$ cat config.mk
export PLATFORM = sky130hd
export DESIGN_NAME = scan_pipe_reg_flat
export DESIGN_NICKNAME = d
export VERILOG_FILES = /design/src/rtl/scan_pipe_reg_if.sv /design/src/rtl/scan_pipe_reg.sv /design/src/flat_wrapper.sv
export SDC_FILE = /design/constraint.sdc
export NUM_CORES = 1
export LEC_CHECK = 0
export ABC_CLOCK_PERIOD_IN_PS = 2800
export CORE_AREA = 2 2 62 47
export DETAILED_ROUTE_END_ITERATION = 7
export DIE_AREA = 0 0 64 49
export GPL_ROUTABILITY_DRIVEN = 0
export PLACE_DENSITY = 0.81
export SLEW_MARGIN = 15
export SYNTH_ARGS = -nofsm -noshare
export SYNTH_HDL_FRONTEND = slang
export SYNTH_SLANG_ARGS = --single-unit
$ cat constraint.sdc
create_clock -name CP -period 2.8 [get_ports CP]
set_clock_uncertainty 0.2 [all_clocks]
set_input_delay 0.42 -clock CP [delete_from_list [all_inputs] [get_ports CP]]
set_output_delay 0.42 -clock CP [all_outputs]
set_load 0.01 [all_outputs]
$ cat src/rtl/scan_pipe_reg_if.sv
// Handshake/bus bundle for scan_pipe_reg: functional data path plus scan controls.
// Chain length (and so SCNT width) grows when SCAN_PIPE_PARITY_EN is defined.
interface scan_pipe_reg_if #(
    parameter int WIDTH = 8,
    parameter int DEPTH = 2
);
`ifdef SCAN_PIPE_PARITY_EN
    localparam int L = DEPTH * (WIDTH + 2);
`else
    localparam int L = DEPTH * (WIDTH + 1);
`endif
    localparam int CNTW = $clog2(L + 1);

    logic             SE;
    logic             SI;
    logic             SO;
    logic             EN;
    logic [WIDTH-1:0] D;
    logic             DV;
    logic [WIDTH-1:0] Q;
    logic             QV;
    logic [CNTW-1:0]  SCNT;
    logic             SDONE;
    logic             PERR;

    modport master (output SE, SI, EN, D, DV, input SO, Q, QV, SCNT, SDONE, PERR);
    modport slave  (input SE, SI, EN, D, DV, output SO, Q, QV, SCNT, SDONE, PERR);
endinterface

$ cat src/rtl/scan_pipe_reg.sv
// Scan-testable DEPTH x WIDTH pipeline register with per-stage valid and a chain shift counter.
// Optional per-stage parity with sticky PERR is enabled by defining SCAN_PIPE_PARITY_EN.
module scan_pipe_reg #(
    parameter int WIDTH = 8,
    parameter int DEPTH = 2
) (
    input  logic           CP,
    input  logic           CD,
    scan_pipe_reg_if.slave bus
);
`ifdef SCAN_PIPE_PARITY_EN
    localparam int E = WIDTH + 2;
`else
    localparam int E = WIDTH + 1;
`endif
    localparam int L    = DEPTH * E;
    localparam int CNTW = $clog2(L + 1);

    // Whole bank kept as one vector in chain order: stage s occupies [s*E +: E],
    // laid out {[parity], valid, data}, so a scan shift is a 1-bit left shift
    // and a functional advance is an E-bit left shift.
    logic [L-1:0]    chain;
    logic [L-1:0]    func_next;
    logic [E-1:0]    stage_in;
    logic [CNTW-1:0] scnt;
    logic            sdone;

    always_comb begin
        stage_in = '0;
`ifdef SCAN_PIPE_PARITY_EN
        stage_in = {^bus.D, bus.DV, bus.D};
`else
        stage_in = {bus.DV, bus.D};
`endif
    end

    for (genvar s = 0; s < DEPTH; s++) begin : g_stage
        if (s == 0) begin : g_head
            assign func_next[E-1:0] = stage_in;
        end else begin : g_body
            assign func_next[s*E +: E] = chain[(s-1)*E +: E];
        end
    end

    always_ff @(posedge CP or posedge CD) begin
        if (CD)          chain <= '0;
        else if (bus.SE) chain <= {chain[L-2:0], bus.SI};
        else if (bus.EN) chain <= func_next;
    end

    // SDONE fires only on the L-1 -> L transition; saturation keeps it from re-firing.
    always_ff @(posedge CP or posedge CD) begin
        if (CD) begin
            scnt  <= '0;
            sdone <= 1'b0;
        end else if (!bus.SE) begin
            scnt  <= '0;
            sdone <= 1'b0;
        end else begin
            sdone <= (scnt == CNTW'(L - 1));
            if (scnt != CNTW'(L)) scnt <= scnt + 1'b1;
        end
    end

`ifdef SCAN_PIPE_PARITY_EN
    logic perr;

    always_ff @(posedge CP or posedge CD) begin
        if (CD)
            perr <= 1'b0;
        else if (!bus.SE && bus.QV && ((^bus.Q) != chain[L-1]))
            perr <= 1'b1;
    end

    assign bus.PERR = perr;
`else
    assign bus.PERR = 1'b0;
`endif

    assign bus.Q     = chain[(DEPTH-1)*E +: WIDTH];
    assign bus.QV    = chain[(DEPTH-1)*E + WIDTH];
    assign bus.SO    = chain[L-1];
    assign bus.SCNT  = scnt;
    assign bus.SDONE = sdone;
endmodule

$ cat src/flat_wrapper.sv
// flat-port wrapper written by rule: the top's interface ports become plain ports
module scan_pipe_reg_flat 
#(
    parameter int WIDTH = 8,
    parameter int DEPTH = 2
)
  (CP, CD, bus_SE, bus_SI, bus_EN, bus_D, bus_DV, bus_SO, bus_Q, bus_QV, bus_SCNT, bus_SDONE, bus_PERR);
  scan_pipe_reg_if #(.WIDTH(WIDTH), .DEPTH(DEPTH)) bus_i ();
  input  logic CP;
  input  logic CD;
  input wire logic [$bits(bus_i.SE)-1:0] bus_SE;
  input wire logic [$bits(bus_i.SI)-1:0] bus_SI;
  input wire logic [$bits(bus_i.EN)-1:0] bus_EN;
  input wire logic [$bits(bus_i.D)-1:0] bus_D;
  input wire logic [$bits(bus_i.DV)-1:0] bus_DV;
  output wire logic [$bits(bus_i.SO)-1:0] bus_SO;
  output wire logic [$bits(bus_i.Q)-1:0] bus_Q;
  output wire logic [$bits(bus_i.QV)-1:0] bus_QV;
  output wire logic [$bits(bus_i.SCNT)-1:0] bus_SCNT;
  output wire logic [$bits(bus_i.SDONE)-1:0] bus_SDONE;
  output wire logic [$bits(bus_i.PERR)-1:0] bus_PERR;
  assign bus_i.SE = bus_SE;
  assign bus_i.SI = bus_SI;
  assign bus_i.EN = bus_EN;
  assign bus_i.D = bus_D;
  assign bus_i.DV = bus_DV;
  assign bus_SO = bus_i.SO;
  assign bus_Q = bus_i.Q;
  assign bus_QV = bus_i.QV;
  assign bus_SCNT = bus_i.SCNT;
  assign bus_SDONE = bus_i.SDONE;
  assign bus_PERR = bus_i.PERR;
  scan_pipe_reg #(.WIDTH(WIDTH), .DEPTH(DEPTH)) u_core (.CP(CP), .CD(CD), .bus(bus_i));
endmodule
==> flow_summary.toml <==
[critical_path]
cp_max_delay_cell = "sky130_fd_sc_hd__clkdlybuf4s50_1"
path_depth = 1
timing.rr.end = "u_core.bus.SCNT[1]"
worst-r2r-setup-slack_ps = 1380
worstPathCellList = "clkdlybuf4s50_1"
worst-endpoint-required_ps = 2180
cp_data_arrival_time_ps = 1370
cp.buffers_inverters = 1
path_max_fanout = 7
ff2ff_path_depth = 4
critical_path.reg2reg.startpoint = "u_core.bus.SCNT[0]"
cp-startpoint = "u_core.bus.SCNT[0]"
timing.setup.critical_path_class = "reg2out"
biggest_cell_delay_along_the_critical_path_ps = 580
crit_path_end = "bus_SCNT[0]"
critPathCaptureType = "primary output"
path_delay_family = "buffers and inverters"
timing.critical_path.from_type = "flop"

[yosys]
synth_simple_gate_area_frac = 0.120
most_instantiated_library_cell_after_synthesis = "sky130_fd_sc_hd__dfrtp_1"
synth-xor-area-share = 0.00698
synth_area_mm2 = 0.00125
synth_mux_area_frac = 0.175
synth_top_family_by_area = "multiplexers"
synth_commonest_cells = "24 x sky130_fd_sc_hd__dfrtp_1, 23 x sky130_fd_sc_hd__nand2_1, 22 x sky130_fd_sc_hd__mux2i_1, 11 x sky130_fd_sc_hd__buf_4, 10 x sky130_fd_sc_hd__o21ai_1"
yosys_register_bits = 24
synth.yosys.seq_area_share = 0.479
most_common_flop_cell_mapped_by_yosys = "sky130_fd_sc_hd__dfrtp_1"
number_of_synthesized_flops_with_an_enable_pin = 0
post_synth.cell_area_avg_um2 = 10.4
ys_async_sr_fraction = 1.00
synth.largest_area_cell = "sky130_fd_sc_hd__dfrtp_1"
total_of_warnings_raised_by_yosys = 0
synth_largest_type_area_fraction = 0.479
synth-adder-area-share = 0.0299
yosysUniqueCellTypes = 19
synth_compound_gate_area_share = 0.0718
synth.area.top_cells = "sky130_fd_sc_hd__dfrtp_1 48%, sky130_fd_sc_hd__mux2i_1 18%, sky130_fd_sc_hd__nand2_1 6.9%, sky130_fd_sc_hd__buf_4 6.6%, sky130_fd_sc_hd__o21ai_1 4.0%"
synth_fp_nets = 138
synthesis.instances = 121

[clock_network]
clk_pin_slew_worst_paths_ps = 140
ctsResizeCount = 0
cts_hold_buf = 0
cts.path.max_buffers = 2
clk_latency_ps = 310
cts_setup_buffers = 0
clk_root_buffer_cell = "sky130_fd_sc_hd__clkbuf_4"
tritoncts = "yes"
tritoncts.num_buffers = 3
clock_sink_count = 24
htree_num_levels = 1

[power_and_ir_drop]
leakage_nw = 0.695
power_per_cell_area_mw_per_mm2 = 517
vdd.ir_drop.worst_v = 0.000424

[floorplan]
floorplan.die_area_mm2 = 0.00314
start_util = 0.486
core_mm2 = 0.00258
floorplan.die.height_um = 49
die_x_um = 64
rows = 16
design.portCount = 31

[timing]
timing.final.hold_violations = 0
timing_max_transition_violations_final = 0
fin_tns_setup_ps = 0
setup_violations_final = 0
period_minus_slack_ps = 1990
finalHoldWorstSlack_ps = 227
setup_repair_after_global_routing_missed_its_margin = "false"
timing.final.crit_share = 0.710
max_freq_ghz = 0.503

[layout]
num_antenna_cells = 0
fill_cell_instance_count_of_the_final_layout = 213
seq_area_um2 = 601
flow.area_growth_from_synthesis_pct = 20.8
final_core_utilization = 0.587
layout.cells.non_filler = 176
multi_input_area_um2 = 510
drive_gt1_frac = 0.0571
layout.nets = 158

[placement]
dp_hpwl_mm = 1.65
io_buffer_count = 29
place.detailed.instances = 172

[global_routing]
grt_usage = 0.149
largest_net_degree_at_the_start_of_global_routing = 37
initial_antenna_violation_count = 0
grt_pass1_wl_mm = 3.68
grt.overflow.total = 0
via_count_of_the_first_global_routing_pass = 792

[route]
firstDrtPassIters = 4
drt_iter0_markers = 28
final_antenna_net_count = 0
via_count = 846
remaining_drc_errors = 0
drt-wirelength-per-cell_um = 12.8
finalWirelength_mm = 2.24
viasPerCell = 4.81

[hold_path]
hp-class = "in2async"

[job]
cap_violations = 0

[status]
run_status = "finished, final reports clean"
[per-layer routing]
layer  track usage  vias to the layer above  share of wire
met2         0.264                       18           0.49
met4        0.0217                        0         0.0058
met5             0                        -              0
li1              -                      430              -
met1         0.188                      396           0.47
met3        0.0370                        2          0.035
[power by group]
group	total (mW)	switching [mW]	leakage (nW)	internal, mW
clock	0.182	0.103	0.0210	0.0794
combinational	0.177	0.0756	0.367	0.101
sequential	0.425	0.0379	0.307	0.387
[metrics by stage]
step / power (mW) / worst slack (ps) / area, um^2
final: 0.784 / 813 / 1520
after floorplan: 0.548 / 1450 / 1250
after CTS: 0.793 / 793 / 1520
after global routing: 0.837 / 724 / 1520
after global placement: 0.601 / 923 / 1480
after detailed placement: 0.611 / 847 / 1480
[worst min-delay path by stage]
stage	startpoint	end	slack, ps
2_1_floorplan	CD	u_core.bus.SCNT[0]	230
3_5_place_dp	u_core.chain[11]	u_core.chain[12]	310
4_1_cts	CD	u_core.bus.SCNT[3]	230
3_3_place_gp	u_core.chain[16]	u_core.chain[17]	290
6_report	CD	u_core.chain[9]	230
5_1_grt	CD	u_core.bus.SCNT[1]	240
[flip-flops by register name, indices dropped and copies added, names as in the netlist]
name              flops
u_core.bus.SDONE      1
u_core.bus.SCNT       5
u_core.chain         18
[area by class of cell]
type	instances	share of cell area
well taps	36	0.0297
multi-input cells	77	0.337
repair buffers	32	0.206
flip-flops and latches	24	0.396
inverters	3	0.00743
clock buffers	4	0.0239
[logic make-up (layout without fill, tap and decap cells)]
group                      after synthesis  count (layout)
buffers and inverters                   20              39
and+or+nand+nor                         32              32
DFF                                     24              24
other                                    1               1
adders and majority gates                3               3
AOI/OAI and AO/OA                       18              18
xor gates and xnor gates                 1               1
muxes                                   22              22
[placed cells by master, fill, tap and decap left out, types with 2 or more instances in the layout]
| cell | n |
|---|---|
| sky130_fd_sc_hd__buf_4 | 3 |
| sky130_fd_sc_hd__clkbuf_4 | 3 |
| sky130_fd_sc_hd__clkdlybuf4s50_1 | 29 |
| sky130_fd_sc_hd__dfrtp_1 | 24 |
| sky130_fd_sc_hd__ha_1 | 3 |
| sky130_fd_sc_hd__inv_1 | 3 |
| sky130_fd_sc_hd__mux2i_1 | 22 |
| sky130_fd_sc_hd__nand2_1 | 23 |
| sky130_fd_sc_hd__nand2b_1 | 4 |
| sky130_fd_sc_hd__nand3_1 | 2 |
| sky130_fd_sc_hd__o21ai_0 | 8 |
| sky130_fd_sc_hd__o21ai_1 | 10 |
(Power assumes the default switching activity.)
